File: src/rtl/half_adder.sv
// -----------------------------------------------------------------------------
// half_adder
//
// Registered array of independent one-bit half adders. Each lane i computes
//   sum[i]   = a[i] ^ b[i]
//   carry[i] = a[i] & b[i]
// and there is no carry between lanes. An input qualified by in_valid is
// captured on the rising clk edge. Its result appears on sum/carry after that
// edge, and out_valid is high for exactly that one cycle. When in_valid is low,
// sum/carry keep their last values and a/b are ignored. The block accepts one
// input per cycle and has no backpressure.
//
// Optional feature (macro HALF_ADDER_STATS_EN):
//   Adds the carry_count output. It counts accepted inputs that produce a
//   carry in at least one lane, and it saturates at 16'hFFFF.
//
// Parameters:
//   WIDTH        number of independent lanes (1..64)
//
// Ports:
//   clk          single clock; all state updates on the rising edge
//   rst          synchronous, active-high reset; overrides in_valid
//   in_valid     a/b carry a new operand pair this cycle
//   a, b         per-lane addends (WIDTH bits)
//   out_valid    sum/carry hold a result captured on the previous edge
//   sum          per-lane sum bit (WIDTH bits)
//   carry        per-lane carry bit (WIDTH bits)
//   carry_count  carry-event counter, 16 bits (HALF_ADDER_STATS_EN only)
// -----------------------------------------------------------------------------
module half_adder #(
  parameter int WIDTH = 1
) (
  input  logic             clk,
  input  logic             rst,
  input  logic             in_valid,
  input  logic [WIDTH-1:0] a,
  input  logic [WIDTH-1:0] b,
  output logic             out_valid,
  output logic [WIDTH-1:0] sum,
  output logic [WIDTH-1:0] carry
`ifdef HALF_ADDER_STATS_EN
  ,
  output logic [15:0]      carry_count
`endif
);

  // ---------------------------------------------------------------------------
  // Combinational lane logic
  // ---------------------------------------------------------------------------
  logic [WIDTH-1:0] w_sum;
  logic [WIDTH-1:0] w_carry;

  // Bitwise operators keep the lanes independent: no bit reads its neighbour.
  assign w_sum   = a ^ b;
  assign w_carry = a & b;

  // ---------------------------------------------------------------------------
  // Result registers
  // ---------------------------------------------------------------------------
  logic             r_valid;
  logic [WIDTH-1:0] r_sum;
  logic [WIDTH-1:0] r_carry;

  // NOTE: state is updated with non-blocking assignments only. Every register
  // then samples values from before the edge, so the order of the statements
  // below does not change the behaviour.
  always_ff @(posedge clk) begin
    if (rst) begin
      // Reset has priority: an operand pair presented with rst is dropped, and
      // any result still in the registers is cleared.
      r_valid <= 1'b0;
      r_sum   <= '0;
      r_carry <= '0;
    end else begin
      r_valid <= in_valid;
      // NOTE: the missing else branch is intentional. In a clocked block it
      // becomes a load enable and the flops hold their value. The same pattern
      // in combinational logic would infer a latch.
      if (in_valid) begin
        r_sum   <= w_sum;
        r_carry <= w_carry;
      end
    end
  end

  assign out_valid = r_valid;
  assign sum       = r_sum;
  assign carry     = r_carry;

`ifdef HALF_ADDER_STATS_EN
  // ---------------------------------------------------------------------------
  // Carry-event statistics
  // ---------------------------------------------------------------------------
  localparam logic [15:0] CNT_MAX = 16'hFFFF;

  logic        w_any_carry;
  logic        w_cnt_inc;
  logic [15:0] r_carry_count;

  // One event per accepted input, however many of its lanes carry.
  assign w_any_carry = |w_carry;

  // Stop at CNT_MAX rather than wrapping back to zero.
  assign w_cnt_inc = in_valid && w_any_carry && (r_carry_count != CNT_MAX);

  always_ff @(posedge clk) begin
    if (rst) begin
      r_carry_count <= '0;
    end else if (w_cnt_inc) begin
      r_carry_count <= r_carry_count + 16'd1;
    end
  end

  assign carry_count = r_carry_count;
`endif

endmodule

File: config.mk
export PLATFORM = sky130hd
export DESIGN_NAME = half_adder
export DESIGN_NICKNAME = d
export VERILOG_FILES = /design/src/rtl/half_adder.sv
export SDC_FILE = /design/constraint.sdc
export NUM_CORES = 1
export LEC_CHECK = 0
export ABC_AREA = 1
export BUFFER_PORTS_ARGS = -buffer_cell sky130_fd_sc_hd__buf_2
export CORE_AREA = 3 3 40 42
export CTS_BUF_LIST = sky130_fd_sc_hd__clkbuf_16
export CTS_CLUSTER_SIZE = 30
export DETAILED_ROUTE_END_ITERATION = 6
export DIE_AREA = 0 0 43 45
export SLEW_MARGIN = 20
export SYNTH_ARGS = -nofsm -noshare
export SYNTH_HDL_FRONTEND = slang
export SYNTH_SLANG_ARGS = --single-unit
File: constraint.sdc
create_clock -name clk -period 0.8 [get_ports clk]
set_input_delay 0.04 -clock clk [delete_from_list [all_inputs] [get_ports clk]]
set_output_delay 0.04 -clock clk [all_outputs]
set_load 0.01 [all_outputs]
Word-level counts from Yosys, hierarchy flattened

Cells that the tools add are included.

Register bits after elaboration: 3
Bits of input ports: 5
Word-level logic and storage cells: 5

Bitwise gates (word level): 2

Operators with widths:

| cell        | count |
|---|---|
| $and 1x1->1 | 1 |
| $xor 1x1->1 | 1 |

Logic depth before layout (Yosys ltp)

Gate-level depths: netlist of the first run.

Word-level depth: 1
Depth in mapped cells: 5
Mapped depth without buffers: 5

Least setup slack after synthesis of the first run

OpenSTA, ideal clock, no wires.

Path kind: input-to-reg
Start: in a
End: reg r_sum, in the netlist sum
Stages on the path: 5
Slack: 0.227 ns
Buffers on the path: 0
Data arrival time: 0.460 ns
Cells stage by stage: ha_1 > inv_1 > nand2_1 > nand2_1 > nor2_1

Word-level cells in the longest chain between the ends: 1

RTL lines:

| element              | line | RTL |
|---|---|---|
| from (decl)          | 36   | `input logic [WIDTH-1:0] a,` |
| $xor 1x1->1          | 54   | `assign w_sum = a ^ b;` |
| to (signal assigned) | 80   | `r_sum <= w_sum;` |
| to (decl)            | 61   | `logic [WIDTH-1:0] r_sum;` |

No other way between the ends.
A chain may end at the register's enable or synchronous reset.

Final worst setup path of the first run

Start: reg r_sum, in the netlist sum
End: out sum

RTL lines:

| element   | line | RTL |
|---|---|---|
| to (decl) | 39   | `output logic [WIDTH-1:0] sum,` |

No word-level cell between the ends.

==> flow_metrics.py, run 1 <==
metrics = {
    "outcome": {
        "status": "finished, final reports clean",
    },
    "floorplan": {
        "floorplan.core_area_mm2": 0.00128,
        "chipWidth_um": 43,
        "placement_rows": 13,
        "ios": 8,
        "dieArea_mm2": 0.00194,
        "fp.dieH_um": 45,
        "initial_utilization": 0.0944,
    },
    "placed_design": {
        "place.port_buffers": 7,
        "gp_congestion": 0.581,
        "post-place-cells": 39,
        "post_dp_cell_area_um2": 175,
        "dpl_worst_slack_ns": 0.0909,
    },
    "worst_setup_path": {
        "crit_path_max_incr_delay_ns": 0.32,
        "worst_r2r_path_depth": 2,
        "path_buf_inv": 1,
        "worst_r2r_startpoint": "carry",
        "setup.worst_path.end": "sum",
        "worst_ep_required_time_ns": 0.76,
        "crit_path_start_kind": "flip-flop",
        "path_delay_family": "flip-flops",
        "crit_start": "sum",
        "end_kind": "output port",
        "crit_cells": 1,
        "setup.worst_path.class": "flip-flop to output port",
        "worstPathMaxFanout": 2,
        "r2r-end": "carry",
        "worst_path_max_delay_cell": "dfxtp_1",
        "crit_chain": "buf_2",
        "r2r_slack_ns": 0.25,
        "arrival_ns": 0.68,
    },
    "final_layout": {
        "nets": 36,
        "layout-area-overhead-vs-synth_pct": 118,
        "layout_cells_excl_fill": 44,
        "drive_above_1_share": 0.379,
        "fin_area_um2": 264,
        "diodes": 0,
    },
    "sta": {
        "fin_crit_ns": 0.715,
        "drv_slew": 0,
        "max_freq_mhz": 1400,
        "setup-tns-final_ns": 0,
        "slew_headroom": 0.944,
        "final_critical_path_setup_slack_ns": 0.0846,
        "worst_pin_slew_ns": 0.0839,
        "finalHoldViolCount": 0,
        "post-route-period-util": 0.894,
        "unrepaired_setup_endpoints_after_global_routing": "no",
        "fin_clk_skew_ns": 0,
        "setup-violations-final": 0,
    },
    "routing": {
        "drt_wl_total_um": 307,
        "drt_drc_violations_left": 0,
        "average_routed_wire_per_standard_cell_um": 6.98,
        "via_count": 129,
        "antenna_left": 0,
        "post_drt_via_cell_ratio": 2.93,
        "drt_iter0_markers": 1,
        "firstDrtPassIters": 2,
    },
    "synthesis": {
        "post_synth_num_cell_types": 5,
        "synth_area_um2": 121,
        "synthCells": 17,
        "syn_nets": 23,
        "synth-seq-area-share": 0.495,
        "yosysWarnings": 0,
        "synth-seq-cells": 3,
        "syn-mean-instance-area_um2": 7.14,
    },
    "global_route": {
        "grt_first_pass_wirelength_um": 496,
        "maximum_number_of_pins_on_one_net_before_global_route_repair": 6,
        "global_route.usage.total": 0.0457,
        "grt_antenna_before_repair": 0,
        "globalRouteOverflowTotal": 0,
        "vias_in_the_first_global_route": 133,
    },
    "min_path": {
        "holdCritPathClass": "input port to flip-flop",
    },
    "clock_network": {
        "ctsRootBufferMaster": "clkbuf_16",
        "clock_path_buffers": 2,
        "insertion_delay_ns": 0.22,
        "clock-sinks": 3,
        "postCtsSetupBuffers": 0,
        "cts_buffers": 3,
        "htree_num_levels": 1,
        "clk_pin_slew_worst_paths_ns": 0.03,
        "cts_tree": "built",
    },
    "pwr": {
        "p_leak_uw": 0.000149,
        "vdd.ir_drop.worst_mv": 0.497,
        "p_per_area_mw_per_mm2": 3800,
    },
    "job": {
        "timing.max_cap.violations": 0,
    },
}
==> repair_timing <==
item / in CTS / in global routing
resized for setup: 0 / 1
hold buffers: 1 / 0
endpoints found under the hold margin: 1 / 0
setup endpoints to repair: 0 / 1
==> where the power goes <==
group          switching, µW  internal (µW)
Combinational           27.4           26.6
Clock                    140            645
Sequential              3.76            161
==> synth_stat cells, drive strengths merged <==
cell,number,area share
dfxtp,3,0.49
ha,1,0.10
inv,4,0.12
nand2,4,0.12
nor2,5,0.15
==> sequential cells by signal (all words and copies together) (netlist names) <==
| register | count |
|---|---|
| carry | 1 |
| out_valid | 1 |
| sum | 1 |
==> through the flow <==
stage / power, µW / hold WS [ns] / util
finish: 1000 / 0.0734 / 0.205
global route: 1040 / 0.0770 / 0.205
CTS: 1010 / 0.0745 / 0.205
detailed placement: 217 / 0.225 / 0.136
global placement: 216 / 0.218 / 0.136
floorplan: 192 / 0.111 / -
==> logic make-up after synthesis <==
family	count (synthesis)	synth area share
flops	3	0.495
simple gates	9	0.278
buf+inv	4	0.124
fa+ha+maj	1	0.103
==> metal layers <==
metal  vias to the layer above  wire length [µm]  GRT usage
li1                         71                 -          -
met1                        48               136     0.0336
met2                         8                94     0.0479
met3                         2                59     0.0518
met4                         0                17     0.0723
met5                         -                 0          0
==> worst min-delay path by stage <==
| stage | start | end | slack, ns | cells after the start |
|---|---|---|---|---|
| 6_report | in_valid | out_valid | 0.07 | 3 |
| 5_1_grt | in_valid | out_valid | 0.08 | 3 |
| 4_1_cts | in_valid | out_valid | 0.07 | 3 |
| 3_5_place_dp | rst | out_valid | 0.22 | 2 |
| 3_3_place_gp | rst | out_valid | 0.22 | 2 |
| 2_1_floorplan | rst | out_valid | 0.11 | 1 |
==> cell type report <==
class                      instances  area, µm²
inverter                           4       15.0
timing repair buffer               8       45.0
multi-input combinational         10       46.3
sequential                         3       60.1
clock buffer                       3       75.1
tap                               15       18.8
clock inverter                     1       3.75
fill                             139       1020
==> placed cells by master, fill, tap and decap left out <==
cell type and instances:
buf_2 7, nor2_1 5, inv_1 4, nand2_1 4, dfxtp_1 3, clkbuf_16 3
inv_2 1, ha_1 1, dlygate4sd3_1 1
Power figures use the tool's default switching activity.
==> inputs of run 2 (changes only) <==
Settings changed: SETUP_SLACK_MARGIN set to 0.2.
==> run 2 against run 1 <==
Final cell count shrank 2.3%. Critical path type unchanged. Design area increased by 1.9%. Global-route usage rose by 0.17 points. Largest power group unchanged. Sequential power rose by 2%. Clock power hardly changed. Via count shrank 0.78%. Clock skew stayed put. Power rose by 0.73%. The run now ends with negative hold slack left. Non-clock buffer count is 1 lower.
==> flow_metrics.py, run 2 (synthesized netlist as in run 1, its figures left out) <==
metrics = {
    "outcome": {
        "status": "finished, violations left",
        "failed_checks": "negative hold slack",
    },
    "sta": {
        "max_freq_mhz": 1450,
        "whs_ns": -0.00426,
        "setup-violations-final": 0,
        "fin_clk_skew_ns": 0,
        "setup-tns-final_ns": 0,
        "final_critical_path_setup_slack_ns": 0.108,
        "fin_crit_ns": 0.692,
        "worst_pin_slew_ns": 0.0811,
        "drv_slew": 0,
        "unrepaired_setup_endpoints_after_global_routing": "yes",
        "finalHoldViolCount": 1,
        "post-route-period-util": 0.865,
        "slew_headroom": 0.946,
    },
    "final_layout": {
        "layout_cells_excl_fill": 43,
        "commonest_non_fill_non_tap_cells_in_the_layout": "inv_1 (5), nor2_1 (5), buf_2 (5), nand2_1 (4), clkbuf_16 (3)",
        "filler_cell_count": 146,
        "diodes": 0,
        "drive_above_1_share": 0.429,
        "layout-area-overhead-vs-synth_pct": 122,
        "final_core_utilization": 0.209,
        "nets": 35,
    },
    "placed_design": {
        "gp_congestion": 0.581,
        "post-place-cells": 39,
        "dpl_worst_slack_ns": 0.0909,
        "place.port_buffers": 7,
    },
    "global_route": {
        "globalRouteOverflowTotal": 0,
        "global_route.usage.total": 0.0474,
        "maximum_number_of_pins_on_one_net_before_global_route_repair": 6,
        "grt_first_pass_wirelength_um": 524,
        "vias_in_the_first_global_route": 138,
        "grt_antenna_before_repair": 0,
    },
    "pwr": {
        "p_per_area_mw_per_mm2": 3760,
        "vdd.ir_drop.worst_mv": 0.497,
        "power_frac_clock": 0.777,
        "switching_share": 0.171,
        "share_seq_of_total_power": 0.166,
        "intPower_uw": 838,
        "comb_power_share": 0.057,
        "switchingPower_uw": 173,
        "p_leak_uw": 0.000149,
    },
    "routing": {
        "antenna_left": 0,
        "drt_wl_total_um": 306,
        "drt_drc_violations_left": 0,
        "post_drt_via_cell_ratio": 2.98,
        "drt_iter0_markers": 0,
        "firstDrtPassIters": 1,
        "via_count": 128,
        "average_routed_wire_per_standard_cell_um": 7.12,
    },
    "floorplan": {
        "chipWidth_um": 43,
        "floorplan.core_area_mm2": 0.00128,
        "ios": 8,
        "initial_utilization": 0.0944,
        "fp.dieH_um": 45,
        "placement_rows": 13,
        "dieArea_mm2": 0.00194,
    },
    "min_path": {
        "holdCritPathClass": "input port to flip-flop",
    },
    "worst_setup_path": {
        "path_buf_inv": 1,
        "arrival_ns": 0.65,
        "worst_ep_required_time_ns": 0.76,
        "end_kind": "output port",
        "worstPathMaxFanout": 2,
        "path_delay_family": "flip-flops",
        "setup.worst_path.class": "flip-flop to output port",
        "worst_path_max_delay_cell": "dfxtp_2",
        "crit_path_max_incr_delay_ns": 0.31,
        "crit_path_start_kind": "flip-flop",
        "crit_chain": "buf_6",
    },
    "clock_network": {
        "ctsRootBufferMaster": "clkbuf_16",
        "cts_tree": "built",
        "postCtsSetupBuffers": 0,
        "insertion_delay_ns": 0.22,
        "clk_pin_slew_worst_paths_ns": 0.03,
        "cts_buffers": 3,
        "clock-sinks": 3,
        "htree_num_levels": 1,
        "clock_path_buffers": 2,
    },
    "job": {
        "timing.max_cap.violations": 0,
    },
}
run 2: changes by cell type in the layout (fill, tap and decap cells not counted), sizes merged:
cell	change
dlygate4sd3	-1
run 2: what timing repair did:
action                                  4_1_cts  5_1_grt
gates resized for setup                       4        0
endpoints found under the setup margin        3        4
endpoints found under the hold margin         1        0
run 2: final timing paths:
kind,startpoint,endpoint,slack (ns),cells past startpoint
worst max register to register,carry,carry,0.23,2
worst min-delay path,rst,out_valid,-0.004,2
worst max-delay path,sum,sum,0.11,1
worst min register to register,sum,sum,0.49,2
run 2: layout make-up:
cell class,instances,area [µm²],area share
Sequential cell,3,62.6,0.233
Clock inverter,1,3.75,0.0140
Tap cell,15,18.8,0.0698
Inverter,4,15.0,0.0558
Clock buffer,3,75.1,0.279
Multi-Input combinational cell,10,46.3,0.172
Timing Repair Buffer,7,47.5,0.177
run 2: stage by stage:
step	area, µm²	total power (µW)
final	269	1010
after global routing	269	1050
after CTS	269	1020
after detailed placement	175	217
after global placement	175	216
after floorplan	121	192
run 2: power by group through the flow:
stage | combinational (µW) | sequential (µW) | clock (µW)
6_report | 57.4 | 168 | 786
4_1_cts | 58.6 | 168 | 793
3_5_place_dp | 50.3 | 167 | 0
5_1_grt | 65.9 | 169 | 814
2_1_floorplan | 19.9 | 172 | 0
3_3_place_gp | 50.4 | 166 | 0
run 2: layer usage:
metal  GRT usage  up-vias  part of all wire
met2      0.0509        8              0.30
met3      0.0518        2              0.19
met4      0.0723        0             0.056
met1      0.0360       49              0.45
met5           0        -                 0
li1            -       69                 -
